==> config.mk <==
export PLATFORM = sky130hd
export DESIGN_NAME = bwt_ctrl_flat
export DESIGN_NICKNAME = d
export VERILOG_FILES = /design/src/rtl/bwt_ctrl_if.sv /design/src/rtl/bwt_ctrl.sv /design/src/flat_wrapper.sv
export SDC_FILE = /design/constraint.sdc
export NUM_CORES = 1
export LEC_CHECK = 0
export CORE_AREA = 2 2 84 86
export DETAILED_ROUTE_END_ITERATION = 8
export DIE_AREA = 0 0 86 88
export HOLD_SLACK_MARGIN = 0.05
export PLACE_DENSITY = 0.8
export RECOVER_POWER = 50
export SYNTH_ARGS = -nofsm -noshare
export SYNTH_HDL_FRONTEND = slang
export SYNTH_SLANG_ARGS = --single-unit
==> constraint.sdc <==
create_clock -name clk -period 3.2 [get_ports clk]
set_input_delay 0.96 -clock clk [delete_from_list [all_inputs] [get_ports clk]]
set_output_delay 0.96 -clock clk [all_outputs]
set_load 0.01 [all_outputs]
==> src/rtl/bwt_ctrl_if.sv <==
// Stream, drain and datapath-control bundle for the BWT sequencing controller.
interface bwt_ctrl_if;
    logic       s_valid;
    logic [7:0] s_data;
    logic       s_last;
    logic       s_ready;
    logic       m_valid;
    logic [7:0] m_data;
    logic       m_last;
    logic       m_ready;
    logic       bwt_en;
    logic [9:0] bwt_adr;
    logic [7:0] bwt_char;
    logic [9:0] bwt_len;
    logic       bwt_done;
    logic [7:0] bwt_out;

    modport master (
        input  s_valid, s_data, s_last, m_ready, bwt_done, bwt_out,
        output s_ready, m_valid, m_data, m_last, bwt_en, bwt_adr, bwt_char, bwt_len
    );

    modport slave (
        output s_valid, s_data, s_last, m_ready, bwt_done, bwt_out,
        input  s_ready, m_valid, m_data, m_last, bwt_en, bwt_adr, bwt_char, bwt_len
    );
endinterface

==> src/rtl/bwt_ctrl.sv <==
// BWT sequencing controller: loads a string into the datapath, waits for the
// transform, then drains the result in descending address order.
//
// state      | meaning
// IDLE       | waiting for the first character of a string
// LOAD       | writing further characters into the datapath
// COMPUTE    | datapath transforming, timeout counter running
// DRAIN      | emitting bwt_out from address bwt_len-1 down to 0
module bwt_ctrl #(
    parameter int MAX_LEN = 1023,
    parameter int TIMEOUT = 65535
) (
    input  logic        clk,
    input  logic        rst,
    bwt_ctrl_if.master  bus,
    output logic        busy,
    output logic [1:0]  err
);
    localparam logic [1:0] ST_IDLE    = 2'd0;
    localparam logic [1:0] ST_LOAD    = 2'd1;
    localparam logic [1:0] ST_COMPUTE = 2'd2;
    localparam logic [1:0] ST_DRAIN   = 2'd3;

    localparam int              CW       = $clog2(TIMEOUT + 1);
    localparam logic [9:0]      LAST_IDX = 10'(MAX_LEN - 1);
    localparam logic [CW-1:0]   CYC_LAST = CW'(TIMEOUT - 1);

    logic [1:0]    state;
    logic [9:0]    count;
    logic [CW-1:0] cyc;
    logic          wr_pending;
    logic [9:0]    adr_q;
    logic [9:0]    len_q;
    logic [7:0]    char_q;

    logic          accepting;
    logic          draining;
    logic          s_hs;
    logic          ovf;
    logic          last_char;
    logic [9:0]    wr_idx;

    always_comb begin
        accepting = (state == ST_IDLE) || (state == ST_LOAD);
        draining  = (state == ST_DRAIN);
        s_hs      = accepting && bus.s_valid;
        wr_idx    = (state == ST_IDLE) ? 10'd0 : count;
        ovf       = !bus.s_last && (wr_idx == LAST_IDX);
        last_char = bus.s_last || ovf;
    end

    // Gated by rst so the combinational enables read as zero while reset is held.
    assign bus.s_ready  = accepting & ~rst;
    assign bus.bwt_en   = (accepting | wr_pending) & ~rst;
    assign bus.m_valid  = draining;
    assign bus.m_data   = draining ? bus.bwt_out : 8'd0;
    assign bus.m_last   = draining && (adr_q == 10'd0);
    assign bus.bwt_adr  = adr_q;
    assign bus.bwt_char = char_q;
    assign bus.bwt_len  = len_q;
    assign busy         = (state != ST_IDLE);

    always_ff @(posedge clk or posedge rst) begin
        if (rst) begin
            state      <= ST_IDLE;
            count      <= 10'd0;
            cyc        <= '0;
            wr_pending <= 1'b0;
            adr_q      <= 10'd0;
            len_q      <= 10'd0;
            char_q     <= 8'd0;
            err        <= 2'b00;
        end else begin
            wr_pending <= 1'b0;
            case (state)
                ST_IDLE, ST_LOAD: begin
                    if (s_hs) begin
                        adr_q  <= wr_idx;
                        char_q <= bus.s_data;
                        count  <= wr_idx + 10'd1;
                        if (state == ST_IDLE)
                            err <= {1'b0, ovf};
                        else if (ovf)
                            err[0] <= 1'b1;
                        if (last_char) begin
                            len_q      <= wr_idx + 10'd1;
                            wr_pending <= 1'b1;
                            cyc        <= '0;
                            state      <= ST_COMPUTE;
                        end else begin
                            state <= ST_LOAD;
                        end
                    end
                end
                ST_COMPUTE: begin
                    if (bus.bwt_done) begin
                        adr_q <= len_q - 10'd1;
                        state <= ST_DRAIN;
                    end else if (cyc == CYC_LAST) begin
                        err[1] <= 1'b1;
                        state  <= ST_IDLE;
                    end else begin
                        cyc <= cyc + 1'b1;
                    end
                end
                ST_DRAIN: begin
                    if (bus.m_ready) begin
                        if (adr_q == 10'd0)
                            state <= ST_IDLE;
                        else
                            adr_q <= adr_q - 10'd1;
                    end
                end
                default: state <= ST_IDLE;
            endcase
        end
    end
endmodule

==> src/flat_wrapper.sv <==
// flat-port wrapper written by rule: the top's interface ports become plain ports
module bwt_ctrl_flat 
#(
    parameter int MAX_LEN = 1023,
    parameter int TIMEOUT = 65535
)
  (clk, rst, busy, err, bus_s_valid, bus_s_data, bus_s_last, bus_m_ready, bus_bwt_done, bus_bwt_out, bus_s_ready, bus_m_valid, bus_m_data, bus_m_last, bus_bwt_en, bus_bwt_adr, bus_bwt_char, bus_bwt_len);
  bwt_ctrl_if bus_i ();
  input  logic clk;
  input  logic rst;
  output logic busy;
  output logic [1:0] err;
  input wire logic [$bits(bus_i.s_valid)-1:0] bus_s_valid;
  input wire logic [$bits(bus_i.s_data)-1:0] bus_s_data;
  input wire logic [$bits(bus_i.s_last)-1:0] bus_s_last;
  input wire logic [$bits(bus_i.m_ready)-1:0] bus_m_ready;
  input wire logic [$bits(bus_i.bwt_done)-1:0] bus_bwt_done;
  input wire logic [$bits(bus_i.bwt_out)-1:0] bus_bwt_out;
  output wire logic [$bits(bus_i.s_ready)-1:0] bus_s_ready;
  output wire logic [$bits(bus_i.m_valid)-1:0] bus_m_valid;
  output wire logic [$bits(bus_i.m_data)-1:0] bus_m_data;
  output wire logic [$bits(bus_i.m_last)-1:0] bus_m_last;
  output wire logic [$bits(bus_i.bwt_en)-1:0] bus_bwt_en;
  output wire logic [$bits(bus_i.bwt_adr)-1:0] bus_bwt_adr;
  output wire logic [$bits(bus_i.bwt_char)-1:0] bus_bwt_char;
  output wire logic [$bits(bus_i.bwt_len)-1:0] bus_bwt_len;
  assign bus_i.s_valid = bus_s_valid;
  assign bus_i.s_data = bus_s_data;
  assign bus_i.s_last = bus_s_last;
  assign bus_i.m_ready = bus_m_ready;
  assign bus_i.bwt_done = bus_bwt_done;
  assign bus_i.bwt_out = bus_bwt_out;
  assign bus_s_ready = bus_i.s_ready;
  assign bus_m_valid = bus_i.m_valid;
  assign bus_m_data = bus_i.m_data;
  assign bus_m_last = bus_i.m_last;
  assign bus_bwt_en = bus_i.bwt_en;
  assign bus_bwt_adr = bus_i.bwt_adr;
  assign bus_bwt_char = bus_i.bwt_char;
  assign bus_bwt_len = bus_i.bwt_len;
  bwt_ctrl #(.MAX_LEN(MAX_LEN), .TIMEOUT(TIMEOUT)) u_core (.clk(clk), .rst(rst), .bus(bus_i), .busy(busy), .err(err));
endmodule
### Yosys cells after proc, flatten, opt, wreduce, memory -nomap -nowiden

Cells that the tools add are included.
W data, S select, Z words.

| cells by class | value |
|---|---|
| eq/ne operators | 16 |
| multiplexer cells | 29 |
| reduce and logical (&&, ||, !) cells | 19 |
| add/sub/neg operators | 4 |
| bitwise gates (word level) | 4 |

Operator list:

| kind | number |
|---|---|
| $mux W16 | 4 |
| $mux W10 | 5 |
| $pmux W16 S2 | 1 |
| $pmux W10 S3 | 1 |
| $sub A10 B1 Y10 const B | 2 |
| $add A16 B1 Y16 const B | 1 |
| $eq A16 B16 Y1 const B | 1 |
| $mux W2 | 7 |
| $ne A2 B2 Y1 const B | 6 |
| $add A10 B1 Y10 const B | 1 |
| $eq A10 B10 Y1 const B | 1 |
| $logic_not A10 Y1 | 1 |
| $reduce_and A5 Y1 | 2 |
| $mux W1 | 8 |
| $mux W8 | 1 |
| $ne A2 B1 Y1 const B | 4 |
| $reduce_and A4 Y1 | 2 |
| $pmux W2 S3 | 1 |
| $reduce_and A3 Y1 | 2 |
| $reduce_bool A2 Y1 | 3 |
| $eq A2 B2 Y1 const B | 2 |
| $logic_and A1 B1 Y1 | 3 |
| $ne A3 B2 Y1 const B | 1 |
| $and A1 B1 Y1 | 2 |
| other kinds (9) | 10 |

| storage, ports and cells | value |
|---|---|
| input bits | 22 |
| output and inout port bits | 43 |
| register bits | 59 |
| word-level logic and storage cells | 81 |

### Longest topological paths before layout

| logic depth | value |
|---|---|
| depth after elaboration | 8 |
| gate-level depth with buffers | 13 |
| gate-level depth less buffers | 11 |

### Worst setup path before layout

OpenSTA, ideal clock, no wires.

| timing path | value |
|---|---|
| path kind | register -> register |
| start | register u_core.state[1] |
| end | register u_core.cyc[8] |
| setup time | 78 ps |
| path slack | 191 ps |
| arrival time | 2931 ps |
| required time | 3122 ps |
| buffers on the path | 2 |
| stages on the path, launching flop included | 13 |
| period minus slack after synthesis | 3009 ps |
| path through | dfrtp_1 buf_2 buf_1 nor2_1 clkinv_1 and2_1 inv_1 ha_1 nand3_1 or4_4 a22o_4 or4_1 a21oi_1 |

| between the ends | value |
|---|---|
| word-level cells in the longest chain between the ends | 7 |
| elaborated cells on any way between the ends | 17 |
| classes of those cells | eq/ne (7); mux (2); reduce/logical (8) |

Ends and longest elaborated chain:

| element | RTL line | RTL |
|---|---|---|
| from (decl) | bwt_ctrl.sv:28 | `logic [1:0] state;` |
| from (signal assigned) | bwt_ctrl.sv:65 | `state <= ST_IDLE;` |
| from (signal assigned) | bwt_ctrl.sv:89 | `state <= ST_COMPUTE;` |
| from (signal assigned) | bwt_ctrl.sv:91 | `state <= ST_LOAD;` |
| $logic_not A2 Y1 | bwt_ctrl.sv:44, bwt_ctrl.sv:47, bwt_ctrl.sv:75 |  |
| $mux W10 | bwt_ctrl.sv:47 | `wr_idx = (state == ST_IDLE) ? 10'd0 : count;` |
| $eq A10 B10 Y1 | bwt_ctrl.sv:48 | `ovf = !bus.s_last && (wr_idx == LAST_IDX);` |
| $logic_and A1 B1 Y1 | bwt_ctrl.sv:48 |  |
| $logic_or A1 B1 Y1 | bwt_ctrl.sv:49 | `last_char = bus.s_last \|\| ovf;` |
| $ne A2 B1 Y1 (no line) | n/a |  |
| $reduce_and A5 Y1 (no line) | n/a |  |
| to (signal assigned) | bwt_ctrl.sv:103 | `cyc <= cyc + 1'b1;` |
| to (decl) | bwt_ctrl.sv:30 | `logic [CW-1:0] cyc;` |

Several ways; a longest one is shown, not always the timed one.
A chain may end at the register's enable or synchronous reset.

### Worst setup path after layout

| timing path | value |
|---|---|
| start | input port bus_bwt_out[3] |
| end | output port bus_m_data[3] |

| between the ends | value |
|---|---|
| word-level cells in the longest chain between the ends | 1 |

Ends and longest elaborated chain:

| element | RTL line | RTL |
|---|---|---|
| from (decl) | flat_wrapper.sv:18 | `input wire logic [$bits(bus_i.bwt_out)-1:0] bus_bwt_out;` |
| $mux W8 | bwt_ctrl.sv:56 | `assign bus.m_data = draining ? bus.bwt_out : 8'd0;` |
| to (decl) | flat_wrapper.sv:21 | `output wire logic [$bits(bus_i.m_data)-1:0] bus_m_data;` |

Every way passes these cells.

==> results_dict.tcl <==
set metrics [dict create \
    fillerInstances 543 \
    yosys_warnings 0 \
    antenna_found_initial 0 \
    drive_gt1_frac 0.0701 \
    clock_path_buffers 2 \
    async_reset_ff_frac 1.00 \
    drc 0 \
    relSlewSlack 0.0175 \
    cts.sinks 59 \
    p_sw_frac 0.416 \
    cellPowerDensity_mw_per_mm2 856 \
    met1_usage 0.384 \
    r2r_slack_ps 440 \
    grt_use_met3 0.0518 \
    ir_drop_mv 0.551 \
    synth_edf_count 0 \
    place_ws_ps 117 \
    cp.required_ps 2240 \
    final_common_cell "nand2_1" \
    worst-slew-pin-transition_ps 1470 \
    htree_levels 3 \
    ant_nets 0 \
    fp.dieW_um 86 \
    path_class "input pin to output port" \
    fin_skew_ps 10.4 \
    yosys.area.top_type "dfrtp_1" \
    yosys_register_bits 59 \
    fin_ws_ps 144 \
    finalCriticalPeriod_ps 3060 \
    dp_hpwl_mm 6.50 \
    finalNetCount 493 \
    grt_most_used_layer "met2" \
    max_freq_mhz 327 \
    drt_wl_total_mm 9.38 \
    synth.avg_cell_area_um2 8.70 \
    diodes 0 \
    port-buffer-count 64 \
    boundaryPins 65 \
    cp-start-kind "input pin" \
    globalRouteMet2Util 0.385 \
    p_seq_frac 0.299 \
    die_area_mm2 0.00757 \
    grt_pass1_wl_mm 15.6 \
    vias 3377 \
    grt_start_max_net_pins 60 \
    seq_area_frac_synth 0.426 \
    dr.first_iter.drc_count 433 \
    fp.coreArea_mm2 0.00664 \
    end_kind "output port" \
    wl_per_cell_um 17.0 \
    std_cell_rows 30 \
    yosys-top-cells-area "dfrtp_1 (43%), nand2_1 (6.5%), o21ai_0 (4.2%), and3_1 (3.3%), nor2_1 (3.3%)" \
    setup-violations-final 0 \
    place_congestion 0.858 \
    synth_top_cell_area_share 0.426 \
    cp.arrival_ps 2100 \
    switchingPower_uw 1580 \
    ys_types 53 \
    synthFlopType "dfrtp_1" \
    setup_tns_ps 0 \
    clockRootBuffer "clkbuf_8" \
    dr.pass1.iters 7 \
    area_growth_pct 28.3 \
    cap_viol_max_count 0 \
    synth_area_mm2 0.00346 \
    comb_power_share 0.509 \
    hold_violations 0 \
    synth_nets 425 \
    slew_violations 0 \
    die_h_um 88 \
    final_cell_mix "nand2_1 (60), dfrtp_1 (59), clkdlybuf4s50_1 (57), nor2_1 (30), o21ai_0 (29)" \
    clk_latency_ps 350 \
    cts_buffers 9 \
    grt_pass1_vias 3167 \
    grt_use_total 0.266 \
    internal_power_uw 2220 \
    drt-vias-per-instance 6.13 \
    start_util 0.521 \
    p_leak_uw 0.00193 \
    min_path_type "flop to flop" \
    synth_cells 398 \
    crit_fanout 1 \
    clk_pin_slew_ps 60 \
    min_period_over_period 0.955 \
    grt_overflow 0 \
    hold_ws_ps 472 \
    cts_tree "done" \
    outcome "finished clean" \
    rsz0062_at_grt "no" \
    clkPwrFrac 0.191 \
]
## worst max-delay path, cell delays in order
cell,delay [ps]
clkdlybuf4s50_1,450
and3_1,150
clkdlybuf4s50_1,530
## registers in the layout (all words and copies together), names as in the netlist
name	count
u_core.cyc	16
u_core.state	2
u_core.bus.bwt_len	10
u_core.err	2
u_core.wr_pending	1
u_core.bus.bwt_adr	10
u_core.count	10
u_core.bus.bwt_char	8
## cell type report
class                      count  area [µm²]  area share
sequential                    59        1480       0.332
clock buffer                  12         165      0.0372
timing repair buffer          78         748       0.168
tap                           80         100      0.0225
multi-input combinational    302        1850       0.416
clock inverter                 4        47.5      0.0107
inverter                      16        60.1      0.0135
## per-stage QoR
stage	power, µW	std cells	util	area (µm²)
final	3800	551	0.669	4450
after global routing	4070	551	0.669	4450
after CTS	3810	551	0.672	4470
after detailed placement	3070	535	0.640	4250
after global placement	3020	535	0.640	4250
after floorplan	2300	398	-	3460
## cells by family after synthesis
| family | count (synthesis) | share of synthesized area |
|---|---|---|
| muxes | 11 | 0.0318 |
| adders and majority gates | 5 | 0.0181 |
| and+or+nand+nor | 174 | 0.259 |
| DFF | 59 | 0.426 |
| xor gates and xnor gates | 17 | 0.0430 |
| AOI/OAI and AO/OA | 95 | 0.181 |
| buffers and inverters | 37 | 0.0412 |
## power by group through the flow
stage / registers [µW] / logic (µW) / clock network [µW]
6_report: 1140 / 1940 / 728
5_1_grt: 1170 / 2120 / 775
4_1_cts: 1130 / 1940 / 739
3_5_place_dp: 1140 / 1920 / 0
3_3_place_gp: 1140 / 1880 / 0
2_1_floorplan: 1140 / 1150 / 0
## cell usage after synthesis (all sizes together), types with 3 or more instances
library cell	number
inv	15
xor2	5
nor2b	3
nor3	5
a211oi	3
o31ai	14
nand4	7
nor4	5
or3	8
xnor2	12
a22o	8
ha	5
nand2b	3
dfrtp	59
o21ai	29
nand3	16
and4	3
nor2	30
a21oi	19
nand2	61
buf	6
mux2i	11
o211ai	5
clkbuf	15
or4	5
and3	18
## worst paths after layout
check / start / endpoint / cells after the start
max in group asynchronous: rst / u_core.count[3]$_DFFE_PP0P_ / 3
setup reg to reg: u_core.state[1]$_DFFE_PP0P_ / u_core.cyc[8]$_DFFE_PP0P_ / 10
hold / removal: u_core.bus.bwt_char[1]$_DFFE_PP0P_ / u_core.bus.bwt_char[1]$_DFFE_PP0P_ / 2
hold reg to reg: u_core.bus.bwt_char[1]$_DFFE_PP0P_ / u_core.bus.bwt_char[1]$_DFFE_PP0P_ / 2
setup / recovery: bus_bwt_out[3] / bus_m_data[3] / 3
min in group asynchronous: rst / u_core.err[0]$_DFFE_PP0P_ / 3
## what timing repair did
item / in CTS / in global routing
hold buffers: 0 / 0
setup buffers: 0 / 0
resized for setup: 0 / 1
setup endpoints to repair: 0 / 1
## routing by layer
metal,part of all wire,up-vias
met4,0.018,0
li1,-,1583
met2,0.46,162
met1,0.45,1615
met3,0.070,17
met5,0,-
(Power assumes the default switching activity.)
==> RTL edit (same settings) <==
`TIMEOUT` is set to 65535 in 2 places; all go to 262140.
--- a/src/rtl/bwt_ctrl.sv
+++ b/src/rtl/bwt_ctrl.sv
@@ -8,7 +8,7 @@
 // DRAIN      | emitting bwt_out from address bwt_len-1 down to 0
 module bwt_ctrl #(
     parameter int MAX_LEN = 1023,
-    parameter int TIMEOUT = 65535
+    parameter int TIMEOUT = 262140
 ) (
     input  logic        clk,
     input  logic        rst,
--- a/src/flat_wrapper.sv
+++ b/src/flat_wrapper.sv
@@ -2,7 +2,7 @@
 module bwt_ctrl_flat 
 #(
     parameter int MAX_LEN = 1023,
-    parameter int TIMEOUT = 65535
+    parameter int TIMEOUT = 262140
 )
   (clk, rst, busy, err, bus_s_valid, bus_s_data, bus_s_last, bus_m_ready, bus_bwt_done, bus_bwt_out, bus_s_ready, bus_m_valid, bus_m_data, bus_m_last, bus_bwt_en, bus_bwt_adr, bus_bwt_char, bus_bwt_len);
   bwt_ctrl_if bus_i ();
Function: no difference found for any inputs over 10 cycles, from zero or initial values and one cycle with rst high; that may be too few to reach the edited logic, so the function may still have changed.
==> RTL edit against the unedited design <==
First-iteration DRC count decreased by 51%; power decreased by 5.6%; wire length shrank 10%; synthesized area is 0.14% higher; die area did not move; utilization is 1.8 points lower; worst setup slack got worse by 0.039 ns; sequential cell count is 2 higher; clock skew rose by 0.00067 ns; final area fell by 2.7%; fmax decreased by 1.2%; largest cell class unchanged.
==> RTL edit: results (changes against the unedited design) <==
| Metric | Value |
|---|---|
| Outcome | finished, final reports clean (unchanged) |
| Slew Limit Headroom | 37.7% (was 1.75%) |
| Startpoint of the worst hold path | u_core.bus.bwt_char[2] (was u_core.bus.bwt_char[1]) |
| Register area share after synthesis | 44.0% (was 42.6%) |
| Total power | 3.59 mW (was 3.80 mW) |
| Largest net degree at the start of global routing | 43 (was 60) |
| Final net count | 470 (was 493) |
| Combinational Power Share | 48.3% (was 50.9%) |
| Worst skew pair latency | 0.34 ns |
| Largest register FFs | 18 (was 16) |
| Leak | 1.92 nW (was 1.93 nW) |
| Met3 usage | 4.62% (was 5.18%) |
| Mux contribution to synthesized area | 3.21% (was 3.18%) |
| Distinct cell type count after synthesis | 52 (was 53) |
| Drt first-iter violations | 211 (was 433) |
| DP Worst Slack | 0.115 ns (was 0.117 ns) |
| Share of cells above drive strength 1 | 6.90% (was 7.01%) |
| Hold Path End | u_core.bus.bwt_char[2] (was u_core.bus.bwt_char[1]) |
| Skew final | 0.0111 ns (was 0.0104 ns) |
| Vias in the first global route | 3000 (was 3167) |
| Final std cells w/o fill | 529 (was 551) |
| DP HPWL | 5.79 mm (was 6.50 mm) |
| Avg Inst Size Synth | 8.97 µm² (was 8.70 µm²) |
| Fill count | 549 (was 543) |
| Top cells by area, synth | dfrtp_1, nand2_1, xor2_1, nor2_1, mux2i_1 (was dfrtp_1, nand2_1, o21ai_0, and3_1, nor2_1) |
| Delay-heaviest family, CP | simple AND/OR/NAND/NOR gates (was buffers and inverters) |
| Met2 WL | 4.04 mm (was 4.32 mm) |
| GP Congestion | 0.900 (was 0.858) |
| Hold_ws | 0.477 ns (was 0.472 ns) |
| Met2 usage | 37.9% (was 38.5%) |
| Net Count, Synth | 413 (was 425) |
| Reg2reg setup slack | 0.31 ns (was 0.44 ns) |
| Routed length on met1 | 3.89 mm (was 4.22 mm) |
| Routed wire length | 8.39 mm (was 9.38 mm) |
| DRT Pass-1 Iters | 5 (was 7) |
| Switch share | 40.5% (was 41.6%) |
| DR vias/cell | 5.78 (was 6.13) |
| Clk power | 0.691 mW (was 0.728 mW) |
| M1 GR Usage | 32.3% (was 38.4%) |
| Worst IR Drop VDD | 0.000359 V (was 0.000551 V) |
| Global Route Usage Sum | 23.7% (was 26.6%) |
| # diodes | 0 (unchanged) |
RTL edit: layout make-up:
class / count / area, µm² / area share, %
clock inverter: 6 / 62.6 / 1.45
sequential: 61 / 1530 / 35.3
clock buffer: 10 / 138 / 3.18
timing repair buffer: 70 / 679 / 15.7
inverter: 9 / 33.8 / 0.781
tap: 80 / 100 / 2.31
multi-input combinational: 293 / 1790 / 41.3
RTL edit: worst max path at each step:
stage | startpoint | to | slack [ns] | depth (start not counted)
2_1_floorplan | rst | u_core.bus.bwt_adr[0] | 0.73 | 1
3_3_place_gp | bus_bwt_out[0] | bus_m_data[0] | 0.16 | 3
3_5_place_dp | bus_bwt_out[5] | bus_m_data[5] | 0.11 | 3
4_1_cts | bus_bwt_out[5] | bus_m_data[5] | 0.11 | 3
5_1_grt | u_core.bus.bwt_adr[0] | bus_m_last | 0.009 | 4
6_report | u_core.bus.bwt_adr[0] | bus_m_last | 0.11 | 4
